===== src/rtl/vecmac_ctrl.sv =====
// vecmac_ctrl: job sequencer for the int8 vector-MAC datapath.
// Walks the rows of a job, issues lane-wide operand reads, produces the accumulator
// in_valid stream delayed by PIPE_LAT, and holds each row result in a valid/ready register.
// Optional build macro: VECMAC_CTRL_PERF_EN adds the perf_busy / perf_stall cycle counters.
//
// state | meaning
// IDLE  | waiting for start; idle=1
// ISSUE | one operand read per cycle, beats 0..BEATS-1 of the current row
// DRAIN | reads finished, waiting for acc_result_valid
// HOLD  | res_valid high until res_ready
// DONE  | single cycle, done=1
module vecmac_ctrl #(
  parameter int LANES    = 4,
  parameter int ELEMS    = 1000,
  parameter int PIPE_LAT = 3,
  parameter int ADDR_W   = 16,
  parameter int ROW_W    = 8,
  localparam int BEATS   = (ELEMS + LANES - 1) / LANES,
  localparam int STAGES  = (LANES < 4) ? 2 : $clog2(LANES),
  localparam int W_ACC   = 16 + STAGES + $clog2(BEATS)
) (
  input  logic              clk,
  input  logic              rst,
  input  logic              start,
  input  logic              abort,
  input  logic [ROW_W-1:0]  num_rows,
  input  logic [ADDR_W-1:0] a_base,
  input  logic [ADDR_W-1:0] b_base,
  output logic              idle,
  output logic              done,
  output logic              err,
  output logic              rd_en,
  output logic [ADDR_W-1:0] rd_addr_a,
  output logic [ADDR_W-1:0] rd_addr_b,
  output logic              acc_in_valid,
  output logic              acc_rst,
  input  logic              acc_result_valid,
  input  logic [W_ACC-1:0]  acc_final_sum,
  output logic              res_valid,
  input  logic              res_ready,
  output logic [W_ACC-1:0]  res_data,
  output logic [ROW_W-1:0]  res_row
`ifdef VECMAC_CTRL_PERF_EN
  ,
  output logic [31:0]       perf_busy,
  output logic [31:0]       perf_stall
`endif
);

  localparam int BEAT_W = (BEATS > 1) ? $clog2(BEATS) : 1;
  localparam logic [BEAT_W-1:0] LAST_BEAT = BEAT_W'(BEATS - 1);

  typedef enum logic [2:0] {
    S_IDLE  = 3'd0,
    S_ISSUE = 3'd1,
    S_DRAIN = 3'd2,
    S_HOLD  = 3'd3,
    S_DONE  = 3'd4
  } state_t;

  state_t              state_q, state_d;
  logic [BEAT_W-1:0]   beat_q, beat_d;
  logic [ROW_W-1:0]    row_q, row_d;
  logic [ROW_W-1:0]    num_rows_q, num_rows_d;
  logic [ADDR_W-1:0]   row_addr_q, row_addr_d;   // a_base + row*BEATS, advanced per row
  logic [ADDR_W-1:0]   b_base_q, b_base_d;
  logic                rd_en_q, rd_en_d;
  logic [ADDR_W-1:0]   rd_addr_a_q, rd_addr_a_d;
  logic [ADDR_W-1:0]   rd_addr_b_q, rd_addr_b_d;
  logic [PIPE_LAT-1:0] pipe_q, pipe_d;
  logic [PIPE_LAT:0]   pipe_ext;
  logic                idle_q, idle_d;
  logic                done_q, done_d;
  logic                err_q, err_d;
  logic                acc_rst_q, acc_rst_d;
  logic                res_valid_q, res_valid_d;
  logic [W_ACC-1:0]    res_data_q, res_data_d;
  logic [ROW_W-1:0]    res_row_q, res_row_d;
  logic                start_acc;

  // State register and all registered outputs.
  always_ff @(posedge clk or posedge rst) begin
    if (rst) begin
      state_q     <= S_IDLE;
      beat_q      <= '0;
      row_q       <= '0;
      num_rows_q  <= '0;
      row_addr_q  <= '0;
      b_base_q    <= '0;
      rd_en_q     <= 1'b0;
      rd_addr_a_q <= '0;
      rd_addr_b_q <= '0;
      pipe_q      <= '0;
      idle_q      <= 1'b1;
      done_q      <= 1'b0;
      err_q       <= 1'b0;
      acc_rst_q   <= 1'b0;
      res_valid_q <= 1'b0;
      res_data_q  <= '0;
      res_row_q   <= '0;
    end else begin
      state_q     <= state_d;
      beat_q      <= beat_d;
      row_q       <= row_d;
      num_rows_q  <= num_rows_d;
      row_addr_q  <= row_addr_d;
      b_base_q    <= b_base_d;
      rd_en_q     <= rd_en_d;
      rd_addr_a_q <= rd_addr_a_d;
      rd_addr_b_q <= rd_addr_b_d;
      pipe_q      <= pipe_d;
      idle_q      <= idle_d;
      done_q      <= done_d;
      err_q       <= err_d;
      acc_rst_q   <= acc_rst_d;
      res_valid_q <= res_valid_d;
      res_data_q  <= res_data_d;
      res_row_q   <= res_row_d;
    end
  end

  // Next-state, address generation and result capture.
  always_comb begin
    state_d     = state_q;
    beat_d      = beat_q;
    row_d       = row_q;
    num_rows_d  = num_rows_q;
    row_addr_d  = row_addr_q;
    b_base_d    = b_base_q;
    rd_en_d     = 1'b0;
    rd_addr_a_d = rd_addr_a_q;
    rd_addr_b_d = rd_addr_b_q;
    err_d       = err_q;
    acc_rst_d   = 1'b0;
    res_valid_d = res_valid_q;
    res_data_d  = res_data_q;
    res_row_d   = res_row_q;
    start_acc   = 1'b0;

    if (abort) begin
      state_d     = S_IDLE;
      res_valid_d = 1'b0;
      acc_rst_d   = 1'b1;
    end else begin
      case (state_q)
        S_IDLE: begin
          if (start) begin
            start_acc  = 1'b1;
            err_d      = 1'b0;
            num_rows_d = num_rows;
            b_base_d   = b_base;
            row_d      = '0;
            beat_d     = '0;
            row_addr_d = a_base;
            if (num_rows == '0) begin
              state_d = S_DONE;
            end else begin
              state_d     = S_ISSUE;
              rd_en_d     = 1'b1;
              rd_addr_a_d = a_base;
              rd_addr_b_d = b_base;
            end
          end
        end
        S_ISSUE: begin
          if (beat_q == LAST_BEAT) begin
            state_d = S_DRAIN;
          end else begin
            beat_d      = beat_q + BEAT_W'(1);
            rd_en_d     = 1'b1;
            rd_addr_a_d = row_addr_q + ADDR_W'(beat_d);
            rd_addr_b_d = b_base_q + ADDR_W'(beat_d);
          end
        end
        S_DRAIN: begin
          if (acc_result_valid) begin
            res_data_d  = acc_final_sum;
            res_row_d   = row_q;
            res_valid_d = 1'b1;
            state_d     = S_HOLD;
          end
        end
        S_HOLD: begin
          if (res_ready) begin
            res_valid_d = 1'b0;
            if (row_q == num_rows_q - ROW_W'(1)) begin
              state_d = S_DONE;
            end else begin
              // Next row starts only after the handshake, so rows never overlap.
              row_d       = row_q + ROW_W'(1);
              beat_d      = '0;
              row_addr_d  = row_addr_q + ADDR_W'(BEATS);
              rd_en_d     = 1'b1;
              rd_addr_a_d = row_addr_d;
              rd_addr_b_d = b_base_q;
              state_d     = S_ISSUE;
            end
          end
        end
        S_DONE: begin
          state_d = S_IDLE;
        end
        default: begin
          state_d = S_IDLE;
        end
      endcase
    end

    // A result arriving when none is expected is dropped but flagged; this outranks the
    // clear from a start accepted in the same cycle.
    if (acc_result_valid && (state_q != S_DRAIN)) begin
      err_d = 1'b1;
    end
  end

  // Status flags follow the next state so they line up with the registered state.
  always_comb begin
    idle_d   = (state_d == S_IDLE);
    done_d   = (state_d == S_DONE);
    pipe_ext = {pipe_q, rd_en_q};
    pipe_d   = abort ? '0 : pipe_ext[PIPE_LAT-1:0];
  end

  assign idle         = idle_q;
  assign done         = done_q;
  assign err          = err_q;
  assign rd_en        = rd_en_q;
  assign rd_addr_a    = rd_addr_a_q;
  assign rd_addr_b    = rd_addr_b_q;
  assign acc_in_valid = pipe_q[PIPE_LAT-1];
  assign acc_rst      = acc_rst_q;
  assign res_valid    = res_valid_q;
  assign res_data     = res_data_q;
  assign res_row      = res_row_q;

`ifdef VECMAC_CTRL_PERF_EN
  logic [31:0] busy_q, busy_d;
  logic [31:0] stall_q, stall_d;

  // Saturating busy/stall counters, cleared by an accepted start.
  always_comb begin
    busy_d  = busy_q;
    stall_d = stall_q;
    if (start_acc) begin
      busy_d  = '0;
      stall_d = '0;
    end else begin
      if (!idle_q && (busy_q != '1)) begin
        busy_d = busy_q + 32'd1;
      end
      if ((state_q == S_HOLD) && !res_ready && (stall_q != '1)) begin
        stall_d = stall_q + 32'd1;
      end
    end
  end

  // Counter registers.
  always_ff @(posedge clk or posedge rst) begin
    if (rst) begin
      busy_q  <= '0;
      stall_q <= '0;
    end else begin
      busy_q  <= busy_d;
      stall_q <= stall_d;
    end
  end

  assign perf_busy  = busy_q;
  assign perf_stall = stall_q;
`else
  logic unused_start_acc;
  assign unused_start_acc = start_acc;
`endif

endmodule


===== config.mk =====
export PLATFORM = sky130hd
export DESIGN_NAME = vecmac_ctrl
export DESIGN_NICKNAME = d
export VERILOG_FILES = /design/src/rtl/vecmac_ctrl.sv
export SDC_FILE = /design/constraint.sdc
export NUM_CORES = 1
export LEC_CHECK = 0
export BUFFER_PORTS_ARGS = -buffer_cell sky130_fd_sc_hd__buf_4
export CAP_MARGIN = 20
export CORE_MARGIN = 3
export CORE_UTILIZATION = 53
export CTS_BUF_LIST = sky130_fd_sc_hd__clkbuf_4
export CTS_CLUSTER_SIZE = 12
export DETAILED_ROUTE_END_ITERATION = 6
export PLACE_DENSITY = 0.8
export SYNTH_ARGS = -nofsm -noshare
export SYNTH_HDL_FRONTEND = slang
export SYNTH_SLANG_ARGS = --single-unit

===== constraint.sdc =====
create_clock -name clk -period 3.9 [get_ports clk]
set_clock_uncertainty 0.1 [all_clocks]
set_input_delay 0.195 -clock clk [delete_from_list [all_inputs] [get_ports clk]]
set_output_delay 0.195 -clock clk [all_outputs]
set_load 0.005 [all_outputs]

Word level (Yosys, flattened, before mapping):

Cells that the tools add are included.

* flip-flop bits (word level): 134
* word-level logic and storage cells: 102
* output and inout bits: 73
* input port bits: 72

* reduce and logical (&&, ||, !) cells: 16
* bitwise operators: 1
* add/subtract/negate cells: 6
* multiplexer cells: 47
* equal/unequal tests: 15

Operator list (count)
* two-way mux 16 bit: 11
* case mux 16 bit (3 select lines): 2
* two-way mux 8 bit: 6
* adder 16 x 8 -> 16 bit: 2
* case mux 16 bit (2 select lines): 1
* two-way mux 3 bit: 8
* case mux 8 bit (3 select lines): 1
* adder 16 x 8 -> 16 bit (second input constant): 1
* adder 8 x 1 -> 8 bit (second input constant): 2
* case mux 8 bit (2 select lines): 1
* two-way mux 1 bit: 14
* case mux 3 bit (4 select lines): 1
* AND reduction 3 bit: 4
* != test 2 bit (second input constant): 5
* equality test 8 bit: 1
* equality test 8 bit (second input constant): 1
* zero test 8 bit: 1
* subtractor 8 x 1 -> 8 bit (second input constant): 1
* AND reduction 7 bit: 1
* equality test 3 x 2 -> 1 bit (second input constant): 2
* zero test 3 bit: 2
* != test 3 bit (second input constant): 2
* AND reduction 6 bit: 1
* nonzero test 2 bit: 3
* 10 further kinds: 11

Longest topological paths before layout:

Gate-level depths: netlist of the first run.

* depth after elaboration: 7
* mapped depth: 13
* depth with buffers taken out: 12

Least setup slack after synthesis of the first run:

Ideal clock, no wire load.

* path kind: register -> register
* start: reg beat_q[0]
* end: reg rd_addr_a_q[13], in the netlist rd_addr_a[13]
* slack: 0.820 ns
* buffers on the path: 1
* arrival time: 2.854 ns
* cell stages (with the launch flop): 14
* data required time: 3.675 ns
* cells stage by stage: dfrtp_1 ha_1 nand3_1 nor2_1 xor2_1 ha_1 a211oi_1 o211ai_1 and3_1 clkbuf_1 o21ai_0 mux2i_1 o22ai_1 mux2_4

* cells in the longest elaborated chain, start to end: 4
* elaborated cells on any way between the ends: 7
* those cells by class: add/sub (2); eq/ne (2); mux (2); reduce/logical (1)

RTL lines
* start: declaration: RTL line 62 `logic [BEAT_W-1:0] beat_q, beat_d;`
* start signal: assignment: RTL line 103 `beat_q <= beat_d;`
* adder 8 x 1 -> 8 bit: RTL line 169 `beat_d = beat_q + BEAT_W'(1);`
* adder 16 x 8 -> 16 bit: RTL line 171 `rd_addr_a_d = row_addr_q + ADDR_W'(beat_d);`
* two-way mux 16 bit: RTL line 166 `if (beat_q == LAST_BEAT) begin`
* case mux 16 bit (3 select lines): RTL line 145 `case (state_q)`
* end signal: assignment: RTL line 109 `rd_addr_a_q <= rd_addr_a_d;`
* end: declaration: RTL line 68 `logic [ADDR_W-1:0] rd_addr_a_q, rd_addr_a_d;`

Parallel ways exist; a longest one is shown, timed or not. The select of a mux whose other input is x is not followed.
A chain may end at the register's enable or synchronous reset.

Final worst setup path of the first run:

* start: reg beat_q[0]
* end: reg rd_addr_b_q[10], in the netlist rd_addr_b[10]

* cells in the longest elaborated chain, start to end: 4
* elaborated cells on any way between the ends: 7
* those cells by class: add/sub (2); eq/ne (2); mux (2); reduce/logical (1)

RTL lines
* adder 8 x 1 -> 8 bit: RTL line 169
* adder 16 x 8 -> 16 bit: RTL line 172 `rd_addr_b_d = b_base_q + ADDR_W'(beat_d);`
* two-way mux 16 bit: RTL line 166
* case mux 16 bit (3 select lines): RTL line 145
* end signal: assignment: RTL line 110 `rd_addr_b_q <= rd_addr_b_d;`
* end: declaration: RTL line 69 `logic [ADDR_W-1:0] rd_addr_b_q, rd_addr_b_d;`

Parallel ways exist; a longest one is shown, timed or not. The select of a mux whose other input is x is not followed.

==> summary.txt, run 1 <==
Run status
  • Status: finished clean

Yosys
  • Ys async rst share: 100%
  • Library cells used by synthesis: 79
  • Average size of a mapped cell: 9.83 um^2
  • Cell count after synthesis: 807
  • EDFF count, synth: 0
  • Post-Syn Area: 7930 um^2
  • Synth Net Count: 902
  • #FFs+latches synth: 134
  • Sequential area share after synthesis: 42.3%
  • Top FF cell, synth: dfrtp_1
  • Yosys warnings: 0

Routing
  • DRT iter0 DRCs: 643
  • DRT Pass-1 Iters: 5
  • DRC Markers: 0
  • Per-cell routed wire length: 17.8 um
  • Via count: 7,114
  • Total wire length: 21,500 um
  • Number of routed nets with antenna violations: 0
  • Vias per cell: 5.91

Timing
  • Hold Vio Cnt, Final: 0
  • Period utilization: 87.6%
  • Setup TNS: 0 ns
  • Min cycle time layout: 3.42 ns
  • RSZ-0062 raised after global routing: false
  • Final Slew Violations: 0
  • Max_slew headroom: 42.8%
  • Fmax: 293 MHz
  • Least-Margin Pin Slew: 0.857 ns
  • # setup viols final: 0

Worst hold path
  • Worst min path class: in2async

Critical path
  • CP Launch Type: register
  • Terminus of the critical flop-to-flop path: rd_addr_b[10]
  • Slowest stage delay, CP: 0.64 ns
  • Most used cell, CP: ha_1
  • Critical path arrival: 3.78 ns
  • Worst Setup EP: rd_addr_b[10]
  • Kind of critical path: reg2reg
  • Crit Path Max Fanout: 6
  • Worst R2R Setup Slack: 0.48 ns
  • CP Data Required Time: 4.26 ns
  • Worst reg-to-reg path cell count: 10
  • Slowest-stage cell, CP: o31ai_1
  • FF-to-FF Start: beat_q[0]
  • Crit path cell chain: ha_1, xor2_1, ha_1, nor2b_1, o21ai_0, a21boi_0, o31ai_1, a21oi_1, a21bo_2, mux2_4
  • CP Capture Type: register
  • Crit path from: beat_q[0]

Power and ir drop
  • Logic pwr share: 30.6%
  • P_sw: 1270 uW
  • Sequential share of power: 46.0%
  • Switching Share: 32.9%
  • Clk network pwr share: 23.4%
  • PD cells: 382 nW/um^2
  • Internal Power: 2590 uW
  • VDD IR-drop max: 0.000341 V
  • Lkg Pwr: 0.00479 uW

Clock tree
  • Clk slew on worst S/H paths: 0.13 ns
  • Root Driver: clkbuf_4
  • H-Tree Depth: 4
  • Sink Count: 134
  • CTS Buf Count: 17
  • Clock buffer depth: 2
  • Clock latency on the worst-skew pair: 0.56 ns
  • Post-CTS Resized: 0
  • CTS tree: done

Cells and area
  • Footprint of the multi-input gates: 4230 um^2
  • Core Util, Final: 69.4%
  • Area growth syn-to-layout: 27.6%
  • Fillers: 1,106
  • Diode count: 0
  • Final Non-Filler Cells: 1,204
  • Register Area: 3350 um^2
  • Layout cells sized above 1: 27.5%
  • Layout Nets: 1,103

Placement
  • Post-placement cell count: 1,102
  • Hpwl dp: 14,200 um
  • Port buffer count: 144
  • Routability Congestion: 0.956

Run
  • Max cap viols: 0

Global route
  • Met2 Usage GRT: 43.9%
  • Met3 usage: 5.13%
  • Initial antenna violation count: 0
  • GR Util met1: 34.6%
  • Final global-route overflow total: 0
  • Vias in the first global route: 6,851
  • Most Crowded Layer GR: met2
  • First-pass GRT wire length: 34,500 um
  • GRT Total Usage: 26.1%
  • Pin count of the biggest net entering global routing: 117

Floorplan
  • Core Footprint: 14,600 um^2
  • I/O pins: 145
  • Die H: 128 um
  • # rows: 44
  • Initial core utilization: 54.3%
  • Die W: 128 um
  • Die area: 16,500 um^2
-- registers in the layout, summed over array words and instances (netlist names), 8 cells and up --
signal,flops
rd_addr_b,16
b_base_q,16
res_data,26
num_rows_q,8
beat_q,8
rd_addr_a,16
res_row,8
row_q,8
row_addr_q,16
-- synthesized netlist by cell type, drive strengths merged (10+ instances only) --
cell,n,area share [%]
dfrtp,133,42
nand2,92,4.4
mux2,79,12
nor2,59,2.9
o21ai,53,3.4
a21oi,38,2.4
clkbuf,32,1.5
inv,28,1.3
nand3,26,1.6
ha,21,3.3
nor3,18,1.1
a211oi,16,1.5
buf,15,1.5
xor2,14,1.5
xnor2,11,1.2
a221oi,10,1.1
a2bb2oi,10,1.1
mux2i,10,1.3
-- final cells by class --
cell class | instances | area share [%]
Multi-Input combinational cell | 597 | 41.8
Inverter | 29 | 1.12
Sequential cell | 134 | 33.1
Clock inverter | 14 | 1.34
Clock buffer | 17 | 1.26
Timing Repair Buffer | 229 | 19.0
Tap cell | 184 | 2.27
-- routing by layer --
layer | vias to the layer above | share of wire [%] | wire (um)
li1 | 3344 | - | -
met1 | 3419 | 42 | 8960
met2 | 297 | 50 | 10600
met3 | 54 | 6.8 | 1460
met4 | 0 | 2.0 | 428
met5 | - | 0 | 0
-- critical path, delay by kind of cell (launching register included) --
kind	cells	cell delay, ns
AOI/OAI and AO/OA	5	1.52
xor gates and xnor gates	1	0.25
adders and majority gates	2	0.60
DFF	1	0.44
muxes	1	0.26
and+or+nand+nor	1	0.16
-- cells in the final DEF (no fill, tap or decap), types with 6 or more instances in the layout --
cell / count
o211ai_1: 7
buf_4: 157
xnor2_1: 11
clkbuf_4: 17
and3_1: 8
nand2b_1: 6
nand2_1: 92
mux2i_1: 10
xor2_1: 14
ha_1: 21
dlygate4sd3_1: 70
inv_1: 27
o21ai_0: 51
mux2_4: 26
nor2b_1: 9
a211oi_1: 16
mux2_2: 52
a221oi_1: 10
nand4_1: 9
nand3_1: 26
a2bb2oi_1: 10
dfrtp_1: 133
a22o_1: 6
nor2_1: 55
a31oi_1: 8
nor3_1: 18
a21oi_1: 38
-- logic make-up (layout without fill, tap and decap cells) --
group	count (synthesis)	in the layout	synth area share, %
adders and majority gates	23	23	3.82
and+or+nand+nor	253	253	14.9
xor gates and xnor gates	25	25	2.76
muxes	89	89	13.7
DFF	134	134	42.3
AOI/OAI and AO/OA	207	207	18.1
buffers and inverters	76	289	4.42
-- metrics by stage --
step	worst slack, ns	hold slack, ns	power [uW]	instance area [um^2]
global placement	0.696	0.295	2880	9130
detailed placement	0.558	0.299	2900	9130
finish	0.483	0.124	3860	10100
floorplan	0.0239	0.126	2490	7930
global route	0.200	0.129	4090	10100
CTS	0.538	0.138	3860	10100
-- worst min-delay path by stage --
| stage | from | end | slack, ns | cells past startpoint |
|---|---|---|---|---|
| after global placement | b_base[3] | b_base_q[3] | 0.29 | 3 |
| final | rst | rd_addr_a[12] | 0.12 | 3 |
| after CTS | start | state_q[2] | 0.14 | 5 |
| after detailed placement | b_base[0] | b_base_q[0] | 0.30 | 3 |
| after floorplan | abort | acc_rst | 0.13 | 0 |
| after global routing | rst | rd_addr_a[8] | 0.13 | 3 |
-- power groups by stage --
stage	registers (uW)	logic (uW)	clock network (uW)
2_1_floorplan	1750	747	0
3_3_place_gp	1790	1090	0
3_5_place_dp	1800	1110	0
4_1_cts	1770	1170	916
5_1_grt	1810	1300	981
6_report	1780	1180	904
-- repair_timing --
item / 4_1_cts / 5_1_grt
hold buffers: 70 / 0
endpoints found under the hold margin: 221 / 0
buffers inserted: 0 / 0
Power figures use the tool's default switching activity.
==> run 2: changes to the inputs <==
CORE_ASPECT_RATIO = 1.5   (was unset)
CORE_UTILIZATION = 58   (was 53)
PLACE_DENSITY = 0.83   (was 0.8)
SETUP_SLACK_MARGIN = 0.5   (was unset)
clock period = 3.51 ns   (was 3.9 ns; I/O delays follow)
==> summary.txt, run 2 (same netlist as run 1, synthesis figures left out) <==
Run status
  • Status: finished clean

Placement
  • Hpwl dp: 14,400 um
  • Routability Congestion: 0.934
  • Dpl ws: 0.209 ns
  • Placement Cell Area: 9140 um^2
  • Port buffer count: 144

Cells and area
  • Max reg flops: 26
  • Fillers: 808
  • Area growth syn-to-layout: 31.7%
  • Design Area, Final: 10,400 um^2
  • Most frequent cells in the layout: buf_4, dfrtp_1, nand2_1
  • Layout cells sized above 1: 31.7%
  • Layout Nets: 1,116
  • Leading cell type in the layout, fill and taps excluded: buf_4

Timing
  • Max_slew headroom: 42.0%
  • RSZ-0062 raised after global routing: true
  • Period utilization: 87.0%
  • Min cycle time layout: 3.05 ns
  • # setup viols final: 0
  • Least-Margin Pin Slew: 0.869 ns
  • Setup TNS: 0 ns
  • Fmax: 327 MHz
  • Hold Vio Cnt, Final: 0
  • Final setup margin: 0.455 ns
  • Final Slew Violations: 0

Floorplan
  • Die H: 149 um
  • Die area: 15,100 um^2
  • Initial core utilization: 60.0%
  • Die W: 101 um
  • # rows: 51
  • Core Footprint: 13,200 um^2
  • I/O pins: 145

Power and ir drop
  • PnR Total Power: 4630 uW
  • P_sw: 1530 uW
  • Sequential share of power: 42.9%
  • VDD IR-drop max: 0.000295 V
  • Lkg Pwr: 0.00489 uW
  • Clk network pwr share: 26.7%
  • Internal Power: 3100 uW
  • Logic pwr share: 30.4%
  • PD cells: 443 nW/um^2
  • Switching Share: 32.9%

Global route
  • Initial antenna violation count: 1
  • First-pass GRT wire length: 36,600 um
  • Pin count of the biggest net entering global routing: 135
  • Vias in the first global route: 7,599
  • Final global-route overflow total: 0
  • GRT Total Usage: 30.3%

Clock tree
  • Clk slew on worst S/H paths: 0.13 ns
  • Clock latency on the worst-skew pair: 0.56 ns
  • Sink Count: 134
  • CTS Buf Count: 17
  • H-Tree Depth: 4
  • CTS tree: done
  • Root Driver: clkbuf_4
  • Clock buffer depth: 2

Critical path
  • CP Data Required Time: 3.91 ns
  • CP Launch Type: register
  • CP Capture Type: register
  • Slowest-stage cell, CP: dfrtp_2
  • Critical path arrival: 3.46 ns
  • Top delay family on crit path: simple AND/OR/NAND/NOR gates
  • Kind of critical path: reg2reg
  • Slowest stage delay, CP: 0.43 ns
  • Worst R2R Setup Slack: 0.46 ns
  • Crit path cell chain: ha_4, nand3_2, nor2_4, xor2_2, ha_1, a211oi_2, o211ai_1, and3_4, and2_1, mux2_2, a221oi_2, mux2_4
  • Crit Path Max Fanout: 5
  • Buffers & Inverters on Critical Path: 0

Run
  • Max cap viols: 0

Routing
  • Total wire length: 22,200 um
  • Number of routed nets with antenna violations: 0
  • DRC Markers: 0
  • Via count: 7,327
  • Per-cell routed wire length: 18.6 um
  • Vias per cell: 6.14
  • DRT iter0 DRCs: 501
  • DRT Pass-1 Iters: 5

Worst hold path
  • Worst min path class: in2reg
run 2: changes by cell type in the layout (fill, tap and decap cells not counted), moves of 3 or more:
cell      delta
ha_1         -7
buf_4       +13
xnor2_1      -3
o21ai_0      -4
clkinv_1     -3
a211oi_2     +3
xnor2_2      +3
nor2_1       -3
ha_4         +4
a211oi_1     -3
ha_2         +3
o21ai_1      +3
run 2: worst paths after layout:
kind / from / to / depth (start not counted)
worst min-delay path: start / num_rows_q[1] / 5
worst max register to register: beat_q[1] / rd_addr_a[11] / 12
max in group asynchronous: rst / beat_q[0] / 4
worst max-delay path: beat_q[1] / rd_addr_a[11] / 12
worst min register to register: pipe_q[0] / pipe_q[1] / 1
min in group asynchronous: rst / rd_addr_a[5] / 4
run 2: repair_timing:
action / 4_1_cts / 5_1_grt
gates resized for setup: 15 / 23
buffers inserted: 5 / 5
endpoints found under the hold margin: 241 / 0
pin swaps: 6 / 12
hold buffers: 70 / 0
setup endpoints to repair: 15 / 32
run 2: routing by layer:
| layer | vias up | routed length, um | track usage (%) |
|---|---|---|---|
| met5 | - | 0 | 0 |
| met4 | 0 | 735 | 13.1 |
| met3 | 78 | 1430 | 6.55 |
| met2 | 357 | 11400 | 51.8 |
| met1 | 3518 | 8640 | 36.2 |
| li1 | 3374 | - | - |
run 2: cell type report:
type	instances	area (um^2)	share of cell area, %
clock buffers	18	135	1.29
inverters	29	113	1.08
repair buffers	242	2010	19.2
diodes	1	2.50	0.0240
well taps	159	199	1.91
multi-input cells	597	4430	42.4
flip-flops and latches	134	3360	32.2
clock inverters	14	199	1.91
run 2: metrics by stage:
stage | instances | hold slack [ns] | util [%]
after floorplan | 807 | 0.107 | -
after global placement | 1081 | 0.273 | 69.2
after detailed placement | 1081 | 0.279 | 69.2
after CTS | 1188 | 0.123 | 77.8
after global routing | 1194 | 0.186 | 79.0
final | 1194 | 0.150 | 79.0
run 2: power groups by stage:
stage / clock, uW / combinational [uW] / sequential, uW
5_1_grt: 1310 / 1540 / 2020
3_5_place_dp: 0 / 1240 / 2000
3_3_place_gp: 0 / 1210 / 2000
4_1_cts: 1240 / 1350 / 1980
6_report: 1240 / 1410 / 1990
2_1_floorplan: 0 / 832 / 1940
run 2: worst min-delay path: cells and delay by family:
kind	cells	cell delay, ns
and+or+nand+nor	3	0.39
buffers and inverters	1	0.12
AOI/OAI and AO/OA	1	0.06
